$ cat src/rtl/alm_share_arbiter.sv
// Round-robin shared DR_ALM approximate log multiplier with a 2-stage pipeline and full backpressure.
// Optional build macro ALM_ZERO_SKIP_EN forces the product to 0 when either operand is zero.

module dr_alm #(
    parameter int W       = 8,
    parameter int MULT_DW = 5,
    parameter int PW      = 16
) (
    input  logic [W-1:0]  a,
    input  logic [W-1:0]  b,
    output logic [PW-1:0] p
);
    localparam int KW = (W > 1) ? $clog2(W) : 1;
    localparam int EW = KW + 2;
    localparam int XW = MULT_DW + 1 + 2 * W;

    logic [KW-1:0]          ka, kb;
    logic [W+MULT_DW-2:0]   sa, sb;
    logic [MULT_DW-1:0]     xa, xb;
    logic [MULT_DW:0]       fsum;
    logic [EW-1:0]          exp_sum;

    function automatic logic [KW-1:0] lead_one(input logic [W-1:0] v);
        logic [KW-1:0] k;
        k = '0;
        for (int i = 0; i < W; i++) begin
            if (v[i]) k = KW'(i);
        end
        return k;
    endfunction

    always_comb begin
        ka = lead_one(a);
        kb = lead_one(b);
        // Left-align the leading one so the bits beneath it become the mantissa fraction.
        sa = {a, {(MULT_DW-1){1'b0}}} << (KW'(W-1) - ka);
        sb = {b, {(MULT_DW-1){1'b0}}} << (KW'(W-1) - kb);
        // Truncated fraction with the LSB forced high to centre the truncation error.
        xa = {(MULT_DW-1)'(sa >> (W-1)), 1'b1};
        xb = {(MULT_DW-1)'(sb >> (W-1)), 1'b1};
        fsum = {1'b0, xa} + {1'b0, xb};
        exp_sum = EW'(ka) + EW'(kb) + EW'(fsum[MULT_DW]);
        p = PW'((XW'({1'b1, fsum[MULT_DW-1:0]}) << exp_sum) >> MULT_DW);
    end
endmodule

module alm_share_arbiter #(
    parameter int NREQ    = 4,
    parameter int A_BW    = 8,
    parameter int B_BW    = 8,
    parameter int MULT_DW = 5,
    localparam int IDW    = $clog2(NREQ)
) (
    input  logic                 clk,
    input  logic                 rst,
    input  logic [NREQ-1:0]      req_valid,
    output logic [NREQ-1:0]      req_ready,
    input  logic [NREQ*A_BW-1:0] req_a,
    input  logic [NREQ*B_BW-1:0] req_b,
    output logic                 rsp_valid,
    input  logic                 rsp_ready,
    output logic [IDW-1:0]       rsp_id,
    output logic [A_BW+B_BW-1:0] rsp_p,
    output logic [1:0]           inflight
);
    localparam int W  = (A_BW > B_BW) ? A_BW : B_BW;
    localparam int PW = A_BW + B_BW;

    logic            s1_valid_q, s1_valid_d;
    logic [IDW-1:0]  s1_id_q, s1_id_d;
    logic [W-1:0]    s1_a_q, s1_a_d;
    logic [W-1:0]    s1_b_q, s1_b_d;
    logic            s2_valid_q, s2_valid_d;
    logic [IDW-1:0]  rsp_id_q, rsp_id_d;
    logic [PW-1:0]   rsp_p_q, rsp_p_d;
    logic [IDW-1:0]  rr_ptr_q, rr_ptr_d;
`ifdef ALM_ZERO_SKIP_EN
    logic            s1_zero_q, s1_zero_d;
`endif

    logic            adv1, adv2;
    logic            grant_found;
    logic [IDW-1:0]  grant_id;
    logic [IDW-1:0]  cand;
    logic [A_BW-1:0] sel_a;
    logic [B_BW-1:0] sel_b;
    logic [PW-1:0]   mult_p;

    function automatic logic [IDW-1:0] wrap_idx(input logic [IDW-1:0] base, input int off);
        int s;
        s = int'(base) + off;
        if (s >= NREQ) s = s - NREQ;
        return s[IDW-1:0];
    endfunction

    assign adv2 = !s2_valid_q || rsp_ready;
    assign adv1 = !s1_valid_q || adv2;

    // Scan starts at rr_ptr so the most recently served requester has lowest priority.
    always_comb begin
        grant_found = 1'b0;
        grant_id    = '0;
        cand        = '0;
        for (int j = 0; j < NREQ; j++) begin
            cand = wrap_idx(rr_ptr_q, j);
            if (!grant_found && req_valid[cand]) begin
                grant_found = 1'b1;
                grant_id    = cand;
            end
        end
    end

    always_comb begin
        req_ready = '0;
        if (adv1 && grant_found) req_ready[grant_id] = 1'b1;
    end

    assign sel_a = req_a[int'(grant_id)*A_BW +: A_BW];
    assign sel_b = req_b[int'(grant_id)*B_BW +: B_BW];

    dr_alm #(.W(W), .MULT_DW(MULT_DW), .PW(PW)) u_mult (
        .a (s1_a_q),
        .b (s1_b_q),
        .p (mult_p)
    );

    always_comb begin
        s1_valid_d = s1_valid_q;
        s1_id_d    = s1_id_q;
        s1_a_d     = s1_a_q;
        s1_b_d     = s1_b_q;
        rr_ptr_d   = rr_ptr_q;
        s2_valid_d = s2_valid_q;
        rsp_id_d   = rsp_id_q;
        rsp_p_d    = rsp_p_q;
`ifdef ALM_ZERO_SKIP_EN
        s1_zero_d  = s1_zero_q;
`endif
        if (adv1) begin
            s1_valid_d = grant_found;
            if (grant_found) begin
                s1_id_d  = grant_id;
                s1_a_d   = W'(sel_a);
                s1_b_d   = W'(sel_b);
                rr_ptr_d = (grant_id == IDW'(NREQ-1)) ? '0 : grant_id + IDW'(1);
`ifdef ALM_ZERO_SKIP_EN
                s1_zero_d = (sel_a == '0) || (sel_b == '0);
`endif
            end
        end
        if (adv2) begin
            s2_valid_d = s1_valid_q;
            if (s1_valid_q) begin
                rsp_id_d = s1_id_q;
`ifdef ALM_ZERO_SKIP_EN
                rsp_p_d  = s1_zero_q ? '0 : mult_p;
`else
                rsp_p_d  = mult_p;
`endif
            end
        end
    end

    always_ff @(posedge clk or posedge rst) begin
        if (rst) begin
            s1_valid_q <= 1'b0;
            s1_id_q    <= '0;
            s1_a_q     <= '0;
            s1_b_q     <= '0;
            s2_valid_q <= 1'b0;
            rsp_id_q   <= '0;
            rsp_p_q    <= '0;
            rr_ptr_q   <= '0;
`ifdef ALM_ZERO_SKIP_EN
            s1_zero_q  <= 1'b0;
`endif
        end else begin
            s1_valid_q <= s1_valid_d;
            s1_id_q    <= s1_id_d;
            s1_a_q     <= s1_a_d;
            s1_b_q     <= s1_b_d;
            s2_valid_q <= s2_valid_d;
            rsp_id_q   <= rsp_id_d;
            rsp_p_q    <= rsp_p_d;
            rr_ptr_q   <= rr_ptr_d;
`ifdef ALM_ZERO_SKIP_EN
            s1_zero_q  <= s1_zero_d;
`endif
        end
    end

    assign rsp_valid = s2_valid_q;
    assign rsp_id    = rsp_id_q;
    assign rsp_p     = rsp_p_q;
    assign inflight  = {1'b0, s1_valid_q} + {1'b0, s2_valid_q};
endmodule

$ cat config.mk
export PLATFORM = sky130hd
export DESIGN_NAME = alm_share_arbiter
export DESIGN_NICKNAME = d
export VERILOG_FILES = /design/src/rtl/alm_share_arbiter.sv
export SDC_FILE = /design/constraint.sdc
export NUM_CORES = 1
export LEC_CHECK = 0
export CORE_ASPECT_RATIO = 0.75
export CORE_MARGIN = 3
export CORE_UTILIZATION = 44
export CTS_BUF_LIST = sky130_fd_sc_hd__clkbuf_2
export CTS_CLUSTER_SIZE = 24
export DETAILED_ROUTE_END_ITERATION = 6
export GPL_TIMING_DRIVEN = 0
export PLACE_DENSITY_LB_ADDON = 0.3
export SLEW_MARGIN = 0
export SYNTH_ARGS = -nofsm -noshare
export SYNTH_HDL_FRONTEND = slang
export SYNTH_SLANG_ARGS = --single-unit
$ cat constraint.sdc
create_clock -name clk -period 3.6 [get_ports clk]
set_input_delay 0.36 -clock clk [delete_from_list [all_inputs] [get_ports clk]]
set_output_delay 0.36 -clock clk [all_outputs]
set_load 0.05 [all_outputs]
==> metrics.yaml <==
status: "complete, but fails checks"
violations: "negative setup slack"
cts_tree: "done"
portBuffers: 95
grt_pass1_wl_um: 15800
critPathArrivalTime_ns: 4.16
dr.pass1.iters: 5
ctsHoldBuffers: 0
drc: 0
crit_path_end_kind: "flip-flop"
viasPerCell: 5.91
required_ns: 3.95
grt_max_degree: 41
hpwl_um: 7110
drtIter0Drc: 307
synth_common_cells: "nand2_1 (50), dfrtp_1 (40), mux2i_1 (38)"
yosysWarnings: 0
ys.flop_type: "dfrtp_1"
post-route-min-period_ns: 3.81
finalSetupViolCount: 16
crit_cells: 16
syn2layout_area_growth_pct: 56.3
syn_area_um2: 3190
ys_ff_latch: 40
place_ws_ns: -0.740
worst-slew-pin-transition_ns: 1.21
grt_setup_unrepaired: "true"
syn_inst: 366
max_slew_margin_pct: 19.1
slowest_stage: "dfrtp_1"
routabilityCongestion: 0.901
synth-seq-area-share_pct: 31.4
grt_pass1_vias: 3293
reg2reg_from: "s1_a_q[4]$_DFFE_PP0P_"
ys_types: 54
worst_setup_path_start_kind: "flip-flop"
hold_class: "input pin to async pin"
synth_most_common_cell: "nand2_1"
grt_util_all_layers_pct: 23.5
crit_path_cell_trace: "or2_4 -> mux2i_1 -> a211oi_1 -> nor3_1 -> o31a_1 -> fa_2 -> nor2b_4 -> o21ai_2 -> nand2b_1 -> ha_4 -> buf_4 -> nand2_1 -> o22a_2 -> nor4_4 -> buf_4 -> a22o_1"
cts_max_path_buffers: 2
synth.avg_cell_area_um2: 8.70
num_rows: 26
dr_total_vias: 3533
timing_worst_setup_path_type: "flip-flop to flip-flop"
cpMostUsedCell: "buf_4"
grt_overflow_total: 0
drt-total-wl_um: 10700
clkLatencyLatePin_ns: 0.42
drv_slew: 0
drive_gt1_share_pct: 22.8
cp_max_fo: 6
synthTopCellsByArea: "dfrtp_1 (31%), mux2i_1 (12%), nand2_1 (5.9%)"
clock-root-buffer: "clkbuf_2"
antenna_found_initial: 0
die_width_um: 104
finalCritPeriodShare_pct: 106
clock.fmax_ghz: 0.263
hold_violations: 0
antenna_left: 0
numCtsBuffers: 5
cp_num_buf_inv: 2
reg2reg_slack_ns: -0.21
nets: 587
rr_worst_depth: 16
finalWorstSetupSlack_ns: -0.208
yosysTopAreaCell: "dfrtp_1"
max_stage_delay_ns: 0.49
htree_levels: 2
start_util_pct: 46.0
syn-num-nets: 453
diodes: 0
synth-edff-count: 0
die_h_um: 79.7
ios: 96
r2r_end: "rsp_p[8]$_DFFE_PP0P_"
final_core_util_pct: 71.8
drv_cap: 0
worst_clock_skew_ns: 0.0290
async_flop_share_pct: 100
cts.clk_slew.worst_paths_ns: 0.22
yosysTopAreaCellShare_pct: 31.4
crit_family: "simple AND/OR/NAND/NOR gates"
cts.sinks: 40
design.core.area_um2: 6930
die-area_um2: 8310
routedWlPerCell_um: 17.9
## area by class of cell
class                   instances  area, um^2
flip-flops and latches         40        1010
plain buffers                  16         104
clock inverters                 2        60.1
well taps                      98         123
fillers                       512        1950
multi-input cells             290        2370
clock buffers                   5        25.0
inverters                      20        82.6
repair buffers                127        1210
## worst max-delay path by stage
| stage | from | to | slack (ns) |
|---|---|---|---|
| after detailed placement | s1_a_q[4]$_DFFE_PP0P_ | rsp_p[13]$_DFFE_PP0P_ | -0.74 |
| final | s1_a_q[4]$_DFFE_PP0P_ | rsp_p[8]$_DFFE_PP0P_ | -0.21 |
| after global placement | s1_a_q[4]$_DFFE_PP0P_ | rsp_p[13]$_DFFE_PP0P_ | -0.69 |
| after floorplan | s1_b_q[2]$_DFFE_PP0P_ | rsp_p[13]$_DFFE_PP0P_ | 0.04 |
| after CTS | s1_b_q[2]$_DFFE_PP0P_ | rsp_p[7]$_DFFE_PP0P_ | -0.002 |
| after global routing | s1_a_q[4]$_DFFE_PP0P_ | rsp_p[11]$_DFFE_PP0P_ | -0.35 |
## per-stage QoR
step / TNS [ns] / std cells / hold slack, ns / area, um^2
finish: -2.01 / 598 / 0.399 / 4980
global route: -4.27 / 598 / 0.438 / 4980
CTS: -0.00156 / 585 / 0.424 / 4700
detailed placement: -8.89 / 559 / 0.465 / 4300
global placement: -7.93 / 559 / 0.459 / 4300
floorplan: 0 / 366 / 0.439 / 3220
## placed cells by master, fill, tap and decap left out, types with 4 or more instances in the layout
cell / n
dfrtp_2: 4
nor2_1: 18
inv_1: 11
mux2i_1: 37
ha_4: 4
clkbuf_2: 7
a21oi_1: 13
clkdlybuf4s50_1: 91
dfrtp_1: 36
buf_2: 5
o31ai_1: 4
nand2_1: 49
clkbuf_1: 5
and2_1: 6
nand2b_1: 8
a22o_1: 6
o21ai_0: 13
nor2b_1: 4
ha_1: 10
nand3_1: 4
o21ai_2: 6
inv_2: 6
nor3_1: 6
dlymetal6s2s_1: 4
buf_4: 30
o221ai_1: 16
## sequential cells by signal, indices dropped and copies added, names as in the netlist
signal	cells
s1_b_q	8
rsp_id	2
s1_valid_q	1
s1_id_q	2
s1_a_q	8
rsp_valid	1
rsp_p	16
rr_ptr_q	2
## cell families (layout without fill, tap and decap cells)
| family | after synthesis | count (layout) | share of synthesized area, % |
|---|---|---|---|
| DFF | 40 | 40 | 31.4 |
| AOI/OAI and AO/OA | 104 | 104 | 23.6 |
| and+or+nand+nor | 125 | 125 | 19.2 |
| buffers and inverters | 36 | 170 | 4.44 |
| muxes | 41 | 41 | 13.0 |
| xor gates and xnor gates | 4 | 4 | 1.57 |
| adders and majority gates | 16 | 16 | 6.76 |
## repair_timing
| item | 4_1_cts | 5_1_grt |
|---|---|---|
| pin swaps | 18 | 14 |
| hold endpoints to repair | 0 | 0 |
| buffers inserted | 19 | 16 |
| resized for setup | 42 | 49 |
| endpoints found under the setup margin | 16 | 20 |
## routing by layer
layer / GRT usage [%] / share of wire, %
met1: 31.7 / 44
met2: 40.1 / 49
met3: 3.72 / 5.9
met4: 5.05 / 1.8
met5: 0 / 0
Power is left out: the tool's default activity adds up to more than one toggle a clock period on the data nets, which glitch-free logic cannot reach.
